===== src/rtl/fire7_sq_pkg.sv =====
// fire7_sq_pkg
// Shared definitions for the fire7 squeeze post-accumulation stage:
//   NUM_CH    - squeeze channels per pixel
//   BIAS_W    - width of one sign-magnitude bias word
//   CH_W      - channel index width
//   ch_idx_t  - channel index type
//   sm_to_tc  - sign-magnitude to two's complement conversion of a bias word
package fire7_sq_pkg;
    localparam int NUM_CH = 64;
    localparam int BIAS_W = 16;
    localparam int CH_W   = $clog2(NUM_CH);

    typedef logic [CH_W-1:0] ch_idx_t;

    // Bit BIAS_W-1 is the sign, the rest is the magnitude. Negative zero
    // (sign set, magnitude 0) naturally maps to 0.
    function automatic logic signed [BIAS_W-1:0] sm_to_tc(input logic [BIAS_W-1:0] sm);
        logic signed [BIAS_W-1:0] mag;
        mag = {1'b0, sm[BIAS_W-2:0]};
        return sm[BIAS_W-1] ? -mag : mag;
    endfunction
endpackage


===== src/rtl/fire7_squeeze_bias_relu_if.sv =====
// fire7_squeeze_bias_relu_if
// Stream bus of the squeeze bias/ReLU stage: accumulator input stream and
// activation output stream, each with valid/ready.
//   slave  - the stage itself (consumes in_*, produces out_*)
//   master - the environment (produces in_*, consumes out_*)
interface fire7_squeeze_bias_relu_if #(
    parameter int ACC_W = 32,
    parameter int OUT_W = 16,
    parameter int CH_W  = fire7_sq_pkg::CH_W
);
    logic             in_valid;
    logic             in_ready;
    logic [ACC_W-1:0] in_data;
    logic             out_valid;
    logic             out_ready;
    logic [OUT_W-1:0] out_data;
    logic [CH_W-1:0]  out_ch;
    logic             out_last;

    modport master (
        output in_valid, in_data, out_ready,
        input  in_ready, out_valid, out_data, out_ch, out_last
    );

    modport slave (
        input  in_valid, in_data, out_ready,
        output in_ready, out_valid, out_data, out_ch, out_last
    );
endinterface


===== src/rtl/fire7_sq_requant.sv =====
// fire7_sq_requant
// Combinational requantiser: optional round-half-up right shift, ReLU and
// saturation to a non-negative OUT_W-bit two's complement activation.
//   sum_in   - signed value at accumulator scale (IN_W bits)
//   data_out - activation in [0, 2^(OUT_W-1)-1]
//   clip_hi  - result was clipped to the positive maximum
//   clip_lo  - result was negative and zeroed by ReLU
module fire7_sq_requant #(
    parameter int IN_W  = 33,
    parameter int OUT_W = 16,
    parameter int SHR   = 0
) (
    input  logic signed [IN_W-1:0] sum_in,
    output logic [OUT_W-1:0]       data_out,
    output logic                   clip_hi,
    output logic                   clip_lo
);
    // One extra bit so the rounding increment can never wrap.
    localparam int EXT_W = IN_W + 1;
    localparam logic signed [EXT_W-1:0] MAX_POS = (EXT_W'(1) <<< (OUT_W-1)) - EXT_W'(1);

    logic signed [EXT_W-1:0] ext;
    logic signed [EXT_W-1:0] rounded;
    logic signed [EXT_W-1:0] shifted;

    assign ext = {sum_in[IN_W-1], sum_in};

    generate
        if (SHR > 0) begin : g_round
            localparam logic signed [EXT_W-1:0] HALF = EXT_W'(1) <<< (SHR-1);
            assign rounded = ext + HALF;
        end else begin : g_no_round
            assign rounded = ext;
        end
    endgenerate

    assign shifted = rounded >>> SHR;

    always_comb begin
        clip_lo  = shifted[EXT_W-1];
        clip_hi  = !shifted[EXT_W-1] && (shifted > MAX_POS);
        data_out = shifted[OUT_W-1:0];
        if (clip_lo) begin
            data_out = '0;
        end else if (clip_hi) begin
            data_out = MAX_POS[OUT_W-1:0];
        end
    end
endmodule


===== src/rtl/fire7_squeeze_bias_relu.sv =====
// fire7_squeeze_bias_relu
// Post-accumulation stage of the fire7 squeeze layer. Each accepted
// accumulator word is tagged with its channel, has the channel's
// sign-magnitude bias added (S1), then is rounded/shifted, ReLU'd and
// saturated (S2) before streaming to the expand-stage input buffer.
// Two-stage valid/ready pipeline, full backpressure, 1 word/cycle.
//   clk, rst  - clock, asynchronous active-high reset
//   ch_clr    - synchronous channel counter restart (new frame)
//   bias_mem  - NUM_CH sign-magnitude bias words
//   bus       - in_* accumulator stream, out_* activation stream + channel tag
// Optional build macro FIRE7_SQ_SAT_CNT_EN adds sat_cnt / relu_cnt outputs
// (saturating 16-bit counts of high-clipped and ReLU-zeroed results).
module fire7_squeeze_bias_relu
    import fire7_sq_pkg::*;
#(
    parameter int ACC_W    = 32,
    parameter int OUT_W    = 16,
    parameter int BIAS_SHL = 0,
    parameter int OUT_SHR  = 0
) (
    input  logic                           clk,
    input  logic                           rst,
    input  logic                           ch_clr,
    input  logic [NUM_CH-1:0][BIAS_W-1:0]  bias_mem,
    fire7_squeeze_bias_relu_if.slave       bus
`ifdef FIRE7_SQ_SAT_CNT_EN
    ,
    output logic [15:0]                    sat_cnt,
    output logic [15:0]                    relu_cnt
`endif
);
    localparam int SUM_W = ACC_W + 1;
    localparam ch_idx_t LAST_CH = ch_idx_t'(NUM_CH-1);

    ch_idx_t                   ch_cnt_q, ch_cnt_d;
    logic                      s1_valid_q, s1_valid_d;
    logic signed [SUM_W-1:0]   s1_sum_q, s1_sum_d;
    ch_idx_t                   s1_ch_q, s1_ch_d;
    logic                      s2_valid_q, s2_valid_d;
    logic [OUT_W-1:0]          out_data_q, out_data_d;
    ch_idx_t                   out_ch_q, out_ch_d;
    logic                      out_last_q, out_last_d;

    logic                      s1_ready, in_ready, in_fire, s1_move;
    ch_idx_t                   ch_tag;
    logic signed [BIAS_W-1:0]  bias_tc;
    logic signed [SUM_W-1:0]   bias_ext, in_ext;
    logic [OUT_W-1:0]          rq_data;
    logic                      rq_clip_hi, rq_clip_lo;

    // Readies depend only on registered valids, never on in_valid.
    assign s1_ready = !s2_valid_q || bus.out_ready;
    assign in_ready = !s1_valid_q || s1_ready;
    assign in_fire  = bus.in_valid && in_ready;
    assign s1_move  = s1_valid_q && s1_ready;

    // A beat accepted together with ch_clr belongs to channel 0.
    assign ch_tag   = ch_clr ? '0 : ch_cnt_q;
    assign bias_tc  = sm_to_tc(bias_mem[ch_tag]);
    assign bias_ext = {{(SUM_W-BIAS_W){bias_tc[BIAS_W-1]}}, bias_tc} <<< BIAS_SHL;
    assign in_ext   = {bus.in_data[ACC_W-1], bus.in_data};

    fire7_sq_requant #(
        .IN_W  (SUM_W),
        .OUT_W (OUT_W),
        .SHR   (OUT_SHR)
    ) u_requant (
        .sum_in   (s1_sum_q),
        .data_out (rq_data),
        .clip_hi  (rq_clip_hi),
        .clip_lo  (rq_clip_lo)
    );

    always_comb begin
        ch_cnt_d   = ch_cnt_q;
        s1_valid_d = s1_valid_q;
        s1_sum_d   = s1_sum_q;
        s1_ch_d    = s1_ch_q;
        s2_valid_d = s2_valid_q;
        out_data_d = out_data_q;
        out_ch_d   = out_ch_q;
        out_last_d = out_last_q;

        if (ch_clr) begin
            ch_cnt_d = '0;
        end
        if (in_fire) begin
            ch_cnt_d = (ch_tag == LAST_CH) ? '0 : ch_tag + 1'b1;
        end

        if (in_ready) begin
            s1_valid_d = bus.in_valid;
        end
        if (in_fire) begin
            s1_sum_d = in_ext + bias_ext;
            s1_ch_d  = ch_tag;
        end

        if (s1_ready) begin
            s2_valid_d = s1_valid_q;
        end
        if (s1_move) begin
            out_data_d = rq_data;
            out_ch_d   = s1_ch_q;
            out_last_d = (s1_ch_q == LAST_CH);
        end
    end

    always_ff @(posedge clk or posedge rst) begin
        if (rst) begin
            ch_cnt_q   <= '0;
            s1_valid_q <= 1'b0;
            s1_sum_q   <= '0;
            s1_ch_q    <= '0;
            s2_valid_q <= 1'b0;
            out_data_q <= '0;
            out_ch_q   <= '0;
            out_last_q <= 1'b0;
        end else begin
            ch_cnt_q   <= ch_cnt_d;
            s1_valid_q <= s1_valid_d;
            s1_sum_q   <= s1_sum_d;
            s1_ch_q    <= s1_ch_d;
            s2_valid_q <= s2_valid_d;
            out_data_q <= out_data_d;
            out_ch_q   <= out_ch_d;
            out_last_q <= out_last_d;
        end
    end

    assign bus.in_ready  = in_ready;
    assign bus.out_valid = s2_valid_q;
    assign bus.out_data  = out_data_q;
    assign bus.out_ch    = out_ch_q;
    assign bus.out_last  = out_last_q;

`ifdef FIRE7_SQ_SAT_CNT_EN
    // Event 0: clipped high, event 1: zeroed by ReLU. Counted as the word
    // moves into S2; ch_clr wins over a coincident event.
    logic [1:0] stat_evt;
    assign stat_evt = {rq_clip_lo, rq_clip_hi};

    for (genvar gi = 0; gi < 2; gi++) begin : g_stat
        logic [15:0] cnt_q, cnt_d;
        always_comb begin
            cnt_d = cnt_q;
            if (ch_clr) begin
                cnt_d = '0;
            end else if (s1_move && stat_evt[gi] && (cnt_q != 16'hFFFF)) begin
                cnt_d = cnt_q + 16'd1;
            end
        end
        always_ff @(posedge clk or posedge rst) begin
            if (rst) begin
                cnt_q <= '0;
            end else begin
                cnt_q <= cnt_d;
            end
        end
    end

    assign sat_cnt  = g_stat[0].cnt_q;
    assign relu_cnt = g_stat[1].cnt_q;
`else
    logic unused_clip;
    assign unused_clip = rq_clip_hi ^ rq_clip_lo;
`endif
endmodule


===== src/flat_wrapper.sv =====
// flat-port wrapper written by rule: the top's interface ports become plain ports
module fire7_squeeze_bias_relu_flat import fire7_sq_pkg::*;
#(
    parameter int ACC_W    = 32,
    parameter int OUT_W    = 16,
    parameter int BIAS_SHL = 0,
    parameter int OUT_SHR  = 0
)
  (clk, rst, ch_clr, bias_mem, bus_in_valid, bus_in_data, bus_out_ready, bus_in_ready, bus_out_valid, bus_out_data, bus_out_ch, bus_out_last);
  fire7_squeeze_bias_relu_if #(.ACC_W(ACC_W), .OUT_W(OUT_W)) bus_i ();
  input  logic clk;
  input  logic rst;
  input  logic ch_clr;
  input  logic [NUM_CH-1:0][BIAS_W-1:0] bias_mem;
  input wire logic [$bits(bus_i.in_valid)-1:0] bus_in_valid;
  input wire logic [$bits(bus_i.in_data)-1:0] bus_in_data;
  input wire logic [$bits(bus_i.out_ready)-1:0] bus_out_ready;
  output wire logic [$bits(bus_i.in_ready)-1:0] bus_in_ready;
  output wire logic [$bits(bus_i.out_valid)-1:0] bus_out_valid;
  output wire logic [$bits(bus_i.out_data)-1:0] bus_out_data;
  output wire logic [$bits(bus_i.out_ch)-1:0] bus_out_ch;
  output wire logic [$bits(bus_i.out_last)-1:0] bus_out_last;
  assign bus_i.in_valid = bus_in_valid;
  assign bus_i.in_data = bus_in_data;
  assign bus_i.out_ready = bus_out_ready;
  assign bus_in_ready = bus_i.in_ready;
  assign bus_out_valid = bus_i.out_valid;
  assign bus_out_data = bus_i.out_data;
  assign bus_out_ch = bus_i.out_ch;
  assign bus_out_last = bus_i.out_last;
  fire7_squeeze_bias_relu #(.ACC_W(ACC_W), .OUT_W(OUT_W), .BIAS_SHL(BIAS_SHL), .OUT_SHR(OUT_SHR)) u_core (.clk(clk), .rst(rst), .ch_clr(ch_clr), .bias_mem(bias_mem), .bus(bus_i));
endmodule

===== config.mk =====
export PLATFORM = sky130hd
export DESIGN_NAME = fire7_squeeze_bias_relu_flat
export DESIGN_NICKNAME = d
export VERILOG_FILES = /design/src/rtl/fire7_sq_pkg.sv /design/src/rtl/fire7_squeeze_bias_relu_if.sv /design/src/rtl/fire7_sq_requant.sv /design/src/rtl/fire7_squeeze_bias_relu.sv /design/src/flat_wrapper.sv
export SDC_FILE = /design/constraint.sdc
export NUM_CORES = 1
export LEC_CHECK = 0
export CAP_MARGIN = 20
export CORE_AREA = 5 5 416 418
export CTS_CLUSTER_DIAMETER = 30
export CTS_CLUSTER_SIZE = 28
export DETAILED_ROUTE_END_ITERATION = 8
export DIE_AREA = 0 0 421 423
export REMOVE_ABC_BUFFERS = 1
export SLEW_MARGIN = 20
export SYNTH_ARGS = -nofsm -noshare
export SYNTH_HDL_FRONTEND = slang
export SYNTH_SLANG_ARGS = --single-unit

===== constraint.sdc =====
create_clock -name clk -period 4.95 [get_ports clk]
set_input_delay 0.99 -clock clk [delete_from_list [all_inputs] [get_ports clk]]
set_output_delay 0.99 -clock clk [all_outputs]
set_load 0.03 [all_outputs]

## Word level (Yosys, flattened, before mapping)

Cells that the tools add are included.

- Add/subtract/negate cells: 3
- Reduce and logical (&&, ||, !) cells: 8
- Equal/unequal tests: 2
- Magnitude comparators: 2
- Mux-type cells: 8

Operators by type and width:

| kind | count |
|---|---|
| $bmux W16 S6 | 1 |
| $mux W16 | 4 |
| $add A32 B16 Y33 | 1 |
| $gt A33 B16 Y1 const B | 1 |
| $mux W6 | 3 |
| $neg A15 Y16 | 1 |
| $eq A6 B6 Y1 const B | 2 |
| $lt A6 B7 Y1 const B | 1 |
| $add A6 B1 Y6 const B | 1 |
| $logic_and A1 B1 Y1 | 3 |
| $logic_not A1 Y1 | 3 |
| $logic_or A1 B1 Y1 | 2 |

- Word-level logic and storage cells: 31
- Input bits: 1061
- Register bits: 70
- Output and inout bits: 25

## Longest topological paths before layout

- Depth after elaboration: 6
- Mapped depth: 29
- Mapped depth without buffers: 24

## Modules after synthesis

From an unflattened synthesis, not the netlist that was laid out.

- Cell total of the unflattened synthesis: 1811
- Area total of the unflattened synthesis: 14147.3 µm²

Modules (own cells, without submodules):

| module | cells an instance | instances | seq. area each (µm²) | area an instance (µm²) |
|---|---|---|---|---|
| fire7_squeeze_bias_relu | 1766 | 1 | 1751.7 | 13888.3 |
| fire7_sq_requant | 45 | 1 | 0.0 | 259.0 |

## Worst setup path after synthesis

Ideal clock, no wire load.

- Path type: input -> register
- Start point: in ch_clr
- End point: reg u_core.s1_sum_q[18]
- Buffers on the path: 5
- Required time: 4.819 ns
- Stages: 25
- Slack: -0.684 ns
- Data arrival time: 5.503 ns
- Library setup time: 0.131 ns
- Cells stage by stage: buf_6 -> buf_6 -> buf_2 -> buf_2 -> or2_2 -> mux4_2 -> nand2_1 -> nand3_1 -> a311oi_1 -> a31o_2 -> clkbuf_1 -> inv_1 -> nand2_1 -> xnor2_1 -> fa_1 -> a21oi_1 -> o21bai_1 -> a21oi_1 -> o21ai_0 -> a21oi_1 -> a21oi_1 -> or4_1 -> mux2i_1 -> xnor2_1 -> o21ai_1

- Cells in the longest elaborated chain, start to end: 6

Ends and longest elaborated chain:

| item | RTL line | RTL |
|---|---|---|
| start, declared | flat_wrapper.sv:13 | `input logic ch_clr;` |
| $mux W6 (*) | fire7_squeeze_bias_relu.sv:58 | `assign ch_tag = ch_clr ? '0 : ch_cnt_q;` |
| $bmux W16 S6 (*) | fire7_squeeze_bias_relu.sv:59 | `assign bias_tc = sm_to_tc(bias_mem[ch_tag]);` |
| $mux W16 (implied by the code) (*) | fire7_squeeze_bias_relu.sv:59 |  |
| $neg A15 Y16 | fire7_sq_pkg.sv:20 | `return sm[BIAS_W-1] ? -mag : mag;` |
| $mux W16 (*) | fire7_sq_pkg.sv:20 |  |
| $add A32 B16 Y33 (*) | fire7_squeeze_bias_relu.sv:95 | `s1_sum_d = in_ext + bias_ext;` |
| end signal, assigned | fire7_squeeze_bias_relu.sv:122 | `s1_sum_q <= s1_sum_d;` |
| end, declared | fire7_squeeze_bias_relu.sv:37 | `logic signed [SUM_W-1:0] s1_sum_q, s1_sum_d;` |

Every way passes the cells marked *; elsewhere a longest branch is shown, timed or not. The select of a mux whose other input is x is not followed.
A chain may end at the register's enable or synchronous reset.

## Final worst setup path

Ends and elaborated chain as after synthesis.

==> flow_metrics.env <==
export IMPL_status="finished, violations left"
export IMPL_violations="negative setup slack"
export IMPL_drv_slew=0
export IMPL_viasPerCell=4.06
export IMPL_ys_seq_area_share_pct=12.1
export IMPL_numCtsBuffers=9
export IMPL_arrival_ns=5.80
export IMPL_r2r_start="u_core.ch_cnt_q[0]"
export IMPL_die_area_sq_um=178000
export IMPL_drtAntennaViolNets=0
export IMPL_grt_usage_pct=18.4
export IMPL_synth_cell_type_count=99
export IMPL_synth_edff_count=0
export IMPL_hold_end="u_core.bus.out_data[2]"
export IMPL_synth_area_sq_um=14500
export IMPL_synth_area_per_cell_sq_um=8.15
export IMPL_power_density_nw_per_um2=195
export IMPL_synth_area_leaders="mux4_2, dfrtp_1, mux2i_1, nand2_1, a21oi_1"
export IMPL_period_needed_ns=5.57
export IMPL_p_leak_nw=12.5
export IMPL_synth_cells=1778
export IMPL_clk_pin_slew_worst_paths_ns=0.06
export IMPL_fp_dieW_um=421
export IMPL_synth_top_area_cell="mux4_2"
export IMPL_hold_class="flip-flop to flip-flop"
export IMPL_wl_per_cell_um=31.7
export IMPL_fin_nets=4303
export IMPL_required_ns=5.18
export IMPL_vias=22300
export IMPL_async_reset_ff_share_pct=100
export IMPL_holdPathStages=2
export IMPL_dr_pass1_iters=6
export IMPL_synthToLayoutAreaGrowth_pct=131
export IMPL_antenna_found_initial=95
export IMPL_num_io_pins=1086
export IMPL_dp_cells=5372
export IMPL_critPathMostFrequentCell="buf_4"
export IMPL_grt_max_degree=42
export IMPL_rsz0062_at_grt="true"
export IMPL_min_delay_start="u_core.bus.out_data[2]"
export IMPL_dpl_hpwl_um=155000
export IMPL_cp_max_fo=8
export IMPL_vdd_ir_drop_worst_v=0.000176
export IMPL_root_buffer="clkbuf_16"
export IMPL_synth_seq_cells=70
export IMPL_start_util_pct=8.58
export IMPL_clkLatencyLatePin_ns=0.35
export IMPL_synth_most_common_cell="nand2_1"
export IMPL_fp_row_count=151
export IMPL_tightest_slew_ns=0.913
export IMPL_crit_slowest_cell="or4_1"
export IMPL_drt_drc_violations_left=0
export IMPL_drt_wl_total_um=174000
export IMPL_final_cells=5480
export IMPL_critical_path_top_delay_family="compound AO/OA/AOI/OAI gates"
export IMPL_dpl_worst_slack_ns=-1.72
export IMPL_htreeDepth=3
export IMPL_worstSetupEndpointType="flip-flop"
export IMPL_critPathBufInv=7
export IMPL_clockBufferDepth=2
export IMPL_worst_r2r_setup_slack_ns=-0.58
export IMPL_max_cap_viol_count=0
export IMPL_io_buffer_count=1085
export IMPL_startpoint_type="primary input"
export IMPL_r2r_worst_path_cells=27
export IMPL_r2r_end="u_core.s1_sum_q[18]"
export IMPL_critPathMaxStageDelay_ns=0.39
export IMPL_core_area_sq_um=169000
export IMPL_synthTopCellsByCount="nand2_1, mux2i_1, a21oi_1"
export IMPL_cts_tree="yes"
export IMPL_place_gp_congestion=0.976
export IMPL_synth_top_area_share_pct=12.1
export IMPL_clock_skew_ns=0.00930
export IMPL_first_global_vias=22900
export IMPL_final_hold_viol_count=0
export IMPL_first_iter_violations=1849
export IMPL_yosysWarnings=0
export IMPL_grt_overflow_total=0
export IMPL_slew_headroom_pct=39.1
export IMPL_setup_ws_ns=-0.615
export IMPL_fin_crit_sh_pct=112
export IMPL_die_h_um=423
export IMPL_drive_gt1_share_pct=26.8
export IMPL_synthFlopType="dfrtp_1"
export IMPL_grt_first_pass_wirelength_um=221000
export IMPL_crit_type="primary input to flip-flop"
export IMPL_fmax_mhz=180
export IMPL_setup_viol=21
export IMPL_numClockSinks=70
==> worst max path at each step <==
stage	from	endpoint	depth (start not counted)
final	ch_clr	u_core.s1_sum_q[18]	28
after floorplan	u_core.ch_cnt_q[0]	u_core.s1_sum_q[27]	22
after detailed placement	ch_clr	u_core.s1_sum_q[31]	27
after CTS	ch_clr	u_core.s1_sum_q[25]	27
after global placement	bias_mem[100]	u_core.s1_sum_q[31]	25
after global routing	ch_clr	u_core.s1_sum_q[18]	30
==> layout by cell type (no fill, tap or decap), types with 14 or more instances in the layout <==
master,Yosys,final
mux4_2,78,79
o31ai_1,26,21
ha_1,17,16
nand3_1,31,28
nor3_1,27,20
dfrtp_1,70,66
inv_1,50,44
nand2_1,197,189
o21ai_1,11,21
nand2b_1,18,14
o22ai_1,43,38
a21oi_1,126,109
buf_6,37,27
buf_12,0,60
a22oi_1,23,18
or2_2,25,23
a21oi_2,0,14
a221oi_1,40,36
nor2b_1,46,41
o211ai_1,20,20
nor2_1,96,87
buf_4,28,430
o21ai_0,74,60
diode_2,0,34
a211oi_1,31,27
mux2i_1,168,163
mux2_2,35,35
o221ai_1,44,39
xnor2_1,31,30
clkdlybuf4s50_1,0,1076
and2_1,17,14
==> area by class of cell <==
cell class	instances	area, sq um
Clock inverter	3	45.0
Antenna cell	34	85.1
Fill cell	18700	135000
Timing Repair Buffer	1618	16000
Clock buffer	12	246
Tap cell	2218	2780
Sequential cell	70	1760
Inverter	51	199
Multi-Input combinational cell	1474	12300
==> sequential cells by signal (all words and copies together) (netlist names) <==
name	cells
u_core.s1_valid_q	1
u_core.s1_ch_q	6
u_core.bus.out_data	16
u_core.s1_sum_q	33
u_core.ch_cnt_q	6
u_core.bus.out_ch	6
u_core.bus.out_valid	1
u_core.bus.out_last	1
==> cells by family after synthesis <==
group                    Yosys count  share of synthesized area, %
adder cells (fa/ha/maj)           18                          1.61
multiplexers                     284                          26.8
buffers and inverters            234                          9.47
AO/OA/AOI/OAI                    579                          28.3
AND/OR/NAND/NOR                  552                          19.3
XOR/XNOR                          41                          2.48
flip-flops                        70                          12.1
==> repair_timing <==
| item | in CTS | in global routing |
|---|---|---|
| hold buffers | 0 | 0 |
| gates cloned | 4 | 2 |
| setup buffers | 34 | 21 |
| pin swaps | 75 | 63 |
| setup endpoints to repair | 27 | 26 |
| resized for setup | 160 | 84 |
==> power by group <==
part | internal, mW | switching, mW | total [mW]
combinational | 2.64 | 2.39 | 5.03
sequential | 0.704 | 0.110 | 0.813
clock | 0.402 | 0.262 | 0.664
total | 3.74 | 2.76 | 6.51
==> metrics by stage <==
step | utilization, % | power (mW) | area, sq um | hold slack [ns] | TNS, ns
final | 19.8 | 6.51 | 33400 | 0.478 | -10.22
after global routing | 19.8 | 6.84 | 33300 | 0.495 | -14.60
after CTS | 19.4 | 6.40 | 32700 | 0.479 | -9.07
after detailed placement | 18.6 | 5.40 | 31400 | 0.463 | -36.44
after global placement | 18.6 | 5.38 | 31400 | 0.460 | -41.89
after floorplan | - | 2.88 | 13300 | 0.442 | -339.24
==> worst min-delay path, stage by stage (launching register included) <==
cell and delay (ns):
dfrtp_1 0.34, nand2_1 0.05, o31ai_1 0.05
==> metal layers <==
| layer | global-route usage (%) | vias up | wire (um) |
|---|---|---|---|
| li1 | - | 9807 | - |
| met1 | 23.4 | 11000 | 72700 |
| met2 | 31.8 | 1178 | 84200 |
| met3 | 4.22 | 216 | 13000 |
| met4 | 3.79 | 32 | 3720 |
| met5 | 0 | - | 208 |
No activity file was read; power rests on OpenSTA's default activity.
